File: config.mk
export PLATFORM = sky130hd
export DESIGN_NAME = tt_um_moving_average_master
export DESIGN_NICKNAME = d
export VERILOG_FILES = /design/src/rtl/ma_pkg.sv /design/src/rtl/ma_strobe_sync.sv /design/src/rtl/tt_um_moving_average_master.sv
export SDC_FILE = /design/constraint.sdc
export NUM_CORES = 1
export LEC_CHECK = 0
export CORE_MARGIN = 2
export CORE_UTILIZATION = 32
export CTS_CLUSTER_SIZE = 20
export DETAILED_ROUTE_END_ITERATION = 12
export PLACE_DENSITY = 0.54
export SLEW_MARGIN = 20
export SYNTH_ARGS = -nofsm -noshare
export SYNTH_HDL_FRONTEND = slang
export SYNTH_SLANG_ARGS = --single-unit
export TNS_END_PERCENT = 1
File: constraint.sdc
create_clock -name clk -period 7.86 [get_ports clk]
set_input_delay 0.786 -clock clk [delete_from_list [all_inputs] [get_ports clk]]
set_output_delay 0.786 -clock clk [all_outputs]
set_load 0.03 [all_outputs]
File: src/rtl/ma_pkg.sv
// Shared constants, select encodings and window helpers for the moving-average tile.
// Optional build macro MA_ROUND_EN switches the average from floor to round-half-up.
package ma_pkg;

    localparam int DATA_W   = 10;
    localparam int MAX_TAPS = 16;
    localparam int SUM_W    = 14;

    localparam logic [7:0] UIO_OE_MASK = 8'h32;

    typedef enum logic [1:0] {
        SEL_N1  = 2'b00,
        SEL_N4  = 2'b01,
        SEL_N8  = 2'b10,
        SEL_N16 = 2'b11
    } sel_e;

    typedef struct packed {
        logic [DATA_W-1:0] data;
        logic              strobe;
    } out_t;

    // log2 of the window length, used as the divide-by-N shift.
    function automatic logic [2:0] sel_shift(input sel_e sel);
        logic [2:0] sh;
        sh = 3'd0;
        unique case (sel)
            SEL_N1:  sh = 3'd0;
            SEL_N4:  sh = 3'd2;
            SEL_N8:  sh = 3'd3;
            SEL_N16: sh = 3'd4;
            default: sh = 3'd0;
        endcase
        return sh;
    endfunction

    // Half of N, added before the shift when rounding; zero when truncating.
    function automatic logic [SUM_W-1:0] round_bias(input sel_e sel);
        logic [SUM_W-1:0] bias;
        bias = '0;
`ifdef MA_ROUND_EN
        unique case (sel)
            SEL_N1:  bias = SUM_W'(0);
            SEL_N4:  bias = SUM_W'(2);
            SEL_N8:  bias = SUM_W'(4);
            SEL_N16: bias = SUM_W'(8);
            default: bias = '0;
        endcase
`else
        bias = '0;
`endif
        return bias;
    endfunction

endpackage

File: src/rtl/ma_strobe_sync.sv
// Two-flop synchroniser for the asynchronous strobe plus a rising-edge detector.
// Emits a one-cycle cap pulse per strobe rise while the tile is enabled.
module ma_strobe_sync (
    input  logic clk,
    input  logic rst_n,
    input  logic strobe_in,
    input  logic ena,
    output logic cap
);

    logic s1_q, s1_d;
    logic s2_q, s2_d;
    logic s3_q, s3_d;

    always_comb begin
        s1_d = strobe_in;
        s2_d = s1_q;
        s3_d = s2_q;
    end

    // NOTE: sequential state uses non-blocking assignments so every flop samples pre-edge values.
    always_ff @(posedge clk or negedge rst_n) begin
        if (!rst_n) begin
            s1_q <= 1'b0;
            s2_q <= 1'b0;
            s3_q <= 1'b0;
        end else begin
            s1_q <= s1_d;
            s2_q <= s2_d;
            s3_q <= s3_d;
        end
    end

    // s3 keeps tracking s2 while disabled, so re-enabling on a held-high strobe does not fire.
    assign cap = s2_q & ~s3_q & ena;

endmodule

File: src/rtl/tt_um_moving_average_master.sv
// TinyTapeout tile: selectable 1/4/8/16-tap moving average of a 10-bit sample stream.
// Build macro MA_ROUND_EN selects round-half-up instead of floor for the average.
module tt_um_moving_average_master
    import ma_pkg::*;
#(
    parameter int DATA_W   = ma_pkg::DATA_W,
    parameter int MAX_TAPS = ma_pkg::MAX_TAPS
) (
    input  logic       clk,
    input  logic       rst_n,
    input  logic       ena,
    input  logic [7:0] ui_in,
    input  logic [7:0] uio_in,
    output logic [7:0] uo_out,
    output logic [7:0] uio_out,
    output logic [7:0] uio_oe
);

    logic [DATA_W-1:0] data_in;
    logic              strobe_in;
    sel_e              sel;

    assign data_in   = {uio_in[3:2], ui_in};
    assign strobe_in = uio_in[0];
    assign sel       = sel_e'(uio_in[7:6]);

    logic cap;

    ma_strobe_sync u_sync (
        .clk       (clk),
        .rst_n     (rst_n),
        .strobe_in (strobe_in),
        .ena       (ena),
        .cap       (cap)
    );

    logic [DATA_W-1:0] hist_q [MAX_TAPS];
    logic [DATA_W-1:0] hist_d [MAX_TAPS];
    logic              upd_q, upd_d;
    out_t              out_q, out_d;

    always_comb begin
        hist_d = hist_q;
        if (cap) begin
            hist_d[0] = data_in;
            for (int i = 1; i < MAX_TAPS; i++) begin
                hist_d[i] = hist_q[i-1];
            end
        end
    end

    // Partial sums are nested so the 4-, 8- and 16-tap windows share one adder chain.
    logic [SUM_W-1:0] sum4, sum8, sum16, sum_sel, avg_full;

    // NOTE: combinational accumulation uses blocking assignments, with every output defaulted first so no latch forms.
    always_comb begin
        sum4 = '0;
        for (int i = 0; i < 4; i++) begin
            sum4 = sum4 + SUM_W'(hist_q[i]);
        end
        sum8 = sum4;
        for (int i = 4; i < 8; i++) begin
            sum8 = sum8 + SUM_W'(hist_q[i]);
        end
        sum16 = sum8;
        for (int i = 8; i < 16; i++) begin
            sum16 = sum16 + SUM_W'(hist_q[i]);
        end
    end

    always_comb begin
        sum_sel = '0;
        unique case (sel)
            SEL_N1:  sum_sel = SUM_W'(hist_q[0]);
            SEL_N4:  sum_sel = sum4;
            SEL_N8:  sum_sel = sum8;
            SEL_N16: sum_sel = sum16;
            default: sum_sel = '0;
        endcase
        avg_full = (sum_sel + round_bias(sel)) >> sel_shift(sel);
    end

    // The output follows the capture by one clock so the average sees the freshly shifted history.
    always_comb begin
        upd_d        = cap;
        out_d.strobe = upd_q;
        out_d.data   = upd_q ? avg_full[DATA_W-1:0] : out_q.data;
    end

    // NOTE: the history array is reset because warm-up must average against zeros after every reset.
    always_ff @(posedge clk or negedge rst_n) begin
        if (!rst_n) begin
            hist_q <= '{default: '0};
            upd_q  <= 1'b0;
            out_q  <= '0;
        end else begin
            hist_q <= hist_d;
            upd_q  <= upd_d;
            out_q  <= out_d;
        end
    end

    assign uo_out  = out_q.data[7:0];
    assign uio_out = {2'b00, out_q.data[9:8], 2'b00, out_q.strobe, 1'b0};
    assign uio_oe  = UIO_OE_MASK;

    logic unused_ok;
    assign unused_ok = &{1'b0, uio_in[5:4], uio_in[1], avg_full[SUM_W-1:DATA_W]};

endmodule

==> impl_metrics.ini <==
[hold_path]
min_delay_path_depth = 0
holdCritPathClass = reg -> reg

[floorplan]
core_mm2 = 0.0363
placementRows = 70
dieArea_mm2 = 0.0381
start_util = 0.322
io_pins = 43
die_w_um = 195
die_h_um = 195

[timing]
timing.final.crit_share = 1.07
slew_viol_final = 0
relSlewSlack = 0.313
hold_viol_final = 0
fmax_mhz = 119
finClkSkew_ns = 0.0143
whs_ns = 0.350
setup_viol = 10
worstMarginPinSlew_ns = 1.03
rsz0062_at_grt = true
period_needed_ns = 8.39
worst_slack_ns = -0.531

[place]
dp_hpwl_um = 18700
portBuffers = 26
place.gp.congestion = 0.810

[global_route]
grt_max_degree = 102
grt_use_total = 0.145
grt_first_pass_wirelength_um = 44400
grt_pass1_vias = 8837
antenna_found_initial = 0
grt_overflow = 0

[critical_path]
path_class = reg -> reg
required_ns = 8.24
start_kind = register
crit_path_end_kind = register
cp_data_arrival_time_ns = 8.77
slowest_stage = fa_1
reg2reg_depth = 33
critPathMaxStageDelay_ns = 0.56
path_common_cell = fa_1
cp_max_fo = 6

[layout]
layout_commonest_cell = nand2_1
nets = 1565
drive_gt1_frac = 0.160
final_cell_mix = nand2_1, dfrtp_1, inv_1
synthToLayoutAreaGrowth_pct = 20.5
n_antenna_cell = 0

[yosys]
seq_area_frac_synth = 0.374
syn_area_per_cell_um2 = 9.27
netlist_area_mm2 = 0.0117
synth-edff-count = 0
ys.warnings.count = 0
synth_seq_cells = 175
synthFlopType = dfrtp_1
synth_largest_area_cell = dfrtp_1
synth.distinct_cells = 65
synthCells = 1263
async_flop_share = 1.00
yosysTopAreaCellShare = 0.374
yosys-top-cells-area = dfrtp_1, fa_1, nand2_1

[routing]
drt_iter0_markers = 440
wl_um = 25900
wl_per_cell_um = 13.9
dr.pass1.iters = 5
drc = 0
antenna_left = 0
routed_via_density = 4.56
vias = 8478

[clock_network]
clk_pin_slew_worst_paths_ns = 0.07
cts-buffers-inserted = 17
htree_levels = 4
cts_root_buffer = clkbuf_16
cts_tree = done
clkSinkCount = 175
clk_path_buf_depth = 2
insertion_delay_ns = 0.45

[flow_run]
max-cap-violations = 0

[outcome]
violations = negative setup slack
run_status = finished with violations
## layout make-up
| type | instances | area, µm² |
|---|---|---|
| clock buffers | 20 | 457 |
| clock inverters | 12 | 124 |
| fillers | 3603 | 22300 |
| inverters | 151 | 569 |
| multi-input cells | 889 | 6830 |
| flip-flops and latches | 175 | 4380 |
| well taps | 468 | 586 |
| repair buffers | 144 | 1150 |
## cells in the mapped netlist (8+ instances only)
| cell | n |
|---|---|
| nand2_1 | 424 |
| dfrtp_1 | 175 |
| inv_1 | 150 |
| fa_1 | 118 |
| o21ai_0 | 64 |
| ha_1 | 50 |
| clkbuf_1 | 43 |
| nor2_1 | 28 |
| a21oi_1 | 21 |
| buf_4 | 13 |
| mux2i_1 | 12 |
| xor2_1 | 12 |
| xnor2_1 | 11 |
| a211oi_1 | 10 |
| nand3_1 | 9 |
| nand2b_1 | 8 |
## stage by stage
| step | setup TNS, ns | setup slack [ns] | std cells | utilization | area, µm² |
|---|---|---|---|---|---|
| 6_report | -4.64 | -0.531 | 1859 | 0.388 | 14100 |
| 4_1_cts | -4.05 | -0.463 | 1857 | 0.385 | 14000 |
| 5_1_grt | -8.47 | -0.933 | 1859 | 0.388 | 14100 |
| 3_5_place_dp | -5.68 | -0.632 | 1820 | 0.365 | 13300 |
| 3_3_place_gp | -5.87 | -0.640 | 1820 | 0.365 | 13300 |
| 2_1_floorplan | -0.309 | -0.119 | 1274 | - | 11900 |
## worst paths after layout
path | start | end | slack (ns)
setup / recovery | hist_q[131]$_DFFE_PN0P_ | uo_out[6]$_DFFE_PN0P_ | -0.53
hold / removal | u_sync.s1_q$_DFF_PN0_ | u_sync.s2_q$_DFF_PN0_ | 0.35
setup reg to reg | hist_q[131]$_DFFE_PN0P_ | uo_out[6]$_DFFE_PN0P_ | -0.53
hold reg to reg | u_sync.s1_q$_DFF_PN0_ | u_sync.s2_q$_DFF_PN0_ | 0.35
max in group asynchronous | rst_n | hist_q[95]$_DFFE_PN0P_ | 6.19
min in group asynchronous | rst_n | hist_q[18]$_DFFE_PN0P_ | 0.45
## registers in the layout, summed over array words and instances (netlist names)
| name | flops |
|---|---|
| u_sync.s1_q | 1 |
| upd_q | 1 |
| uo_out | 8 |
| u_sync.s2_q | 1 |
| u_sync.s3_q | 1 |
| uio_out | 3 |
| hist_q | 160 |
## what timing repair did
action | 4_1_cts | 5_1_grt
pin swaps | 26 | 25
hold buffers | 0 | 0
buffers inserted | 5 | 2
setup endpoints to repair | 10 | 10
resized for setup | 25 | 20
## worst max-delay path: cells and delay by family, from the launching register on
kind	cells	cell delay [ns]
XOR/XNOR	3	0.55
AO/OA/AOI/OAI	7	1.26
AND/OR/NAND/NOR	4	0.60
buffers and inverters	7	0.56
multiplexers	1	0.31
adder cells (fa/ha/maj)	11	4.65
flip-flops	1	0.40
## logic make-up after synthesis
family                   count (synthesis)  share of synthesized area
other                                    2                   0.000642
flip-flops                             175                      0.374
AND/OR/NAND/NOR                        499                      0.169
adder cells (fa/ha/maj)                168                      0.255
XOR/XNOR                                23                     0.0172
buffers and inverters                  210                     0.0717
multiplexers                            18                     0.0160
AO/OA/AOI/OAI                          168                     0.0962
## layer usage
metal / share of wire / global-route usage
met5: 0 / 0
met4: 0.018 / 0.0461
met3: 0.023 / 0.0249
met2: 0.46 / 0.231
met1: 0.49 / 0.201
Power is left out: the tool's default activity adds up to more than one toggle a clock period on the data nets, which glitch-free logic cannot reach.
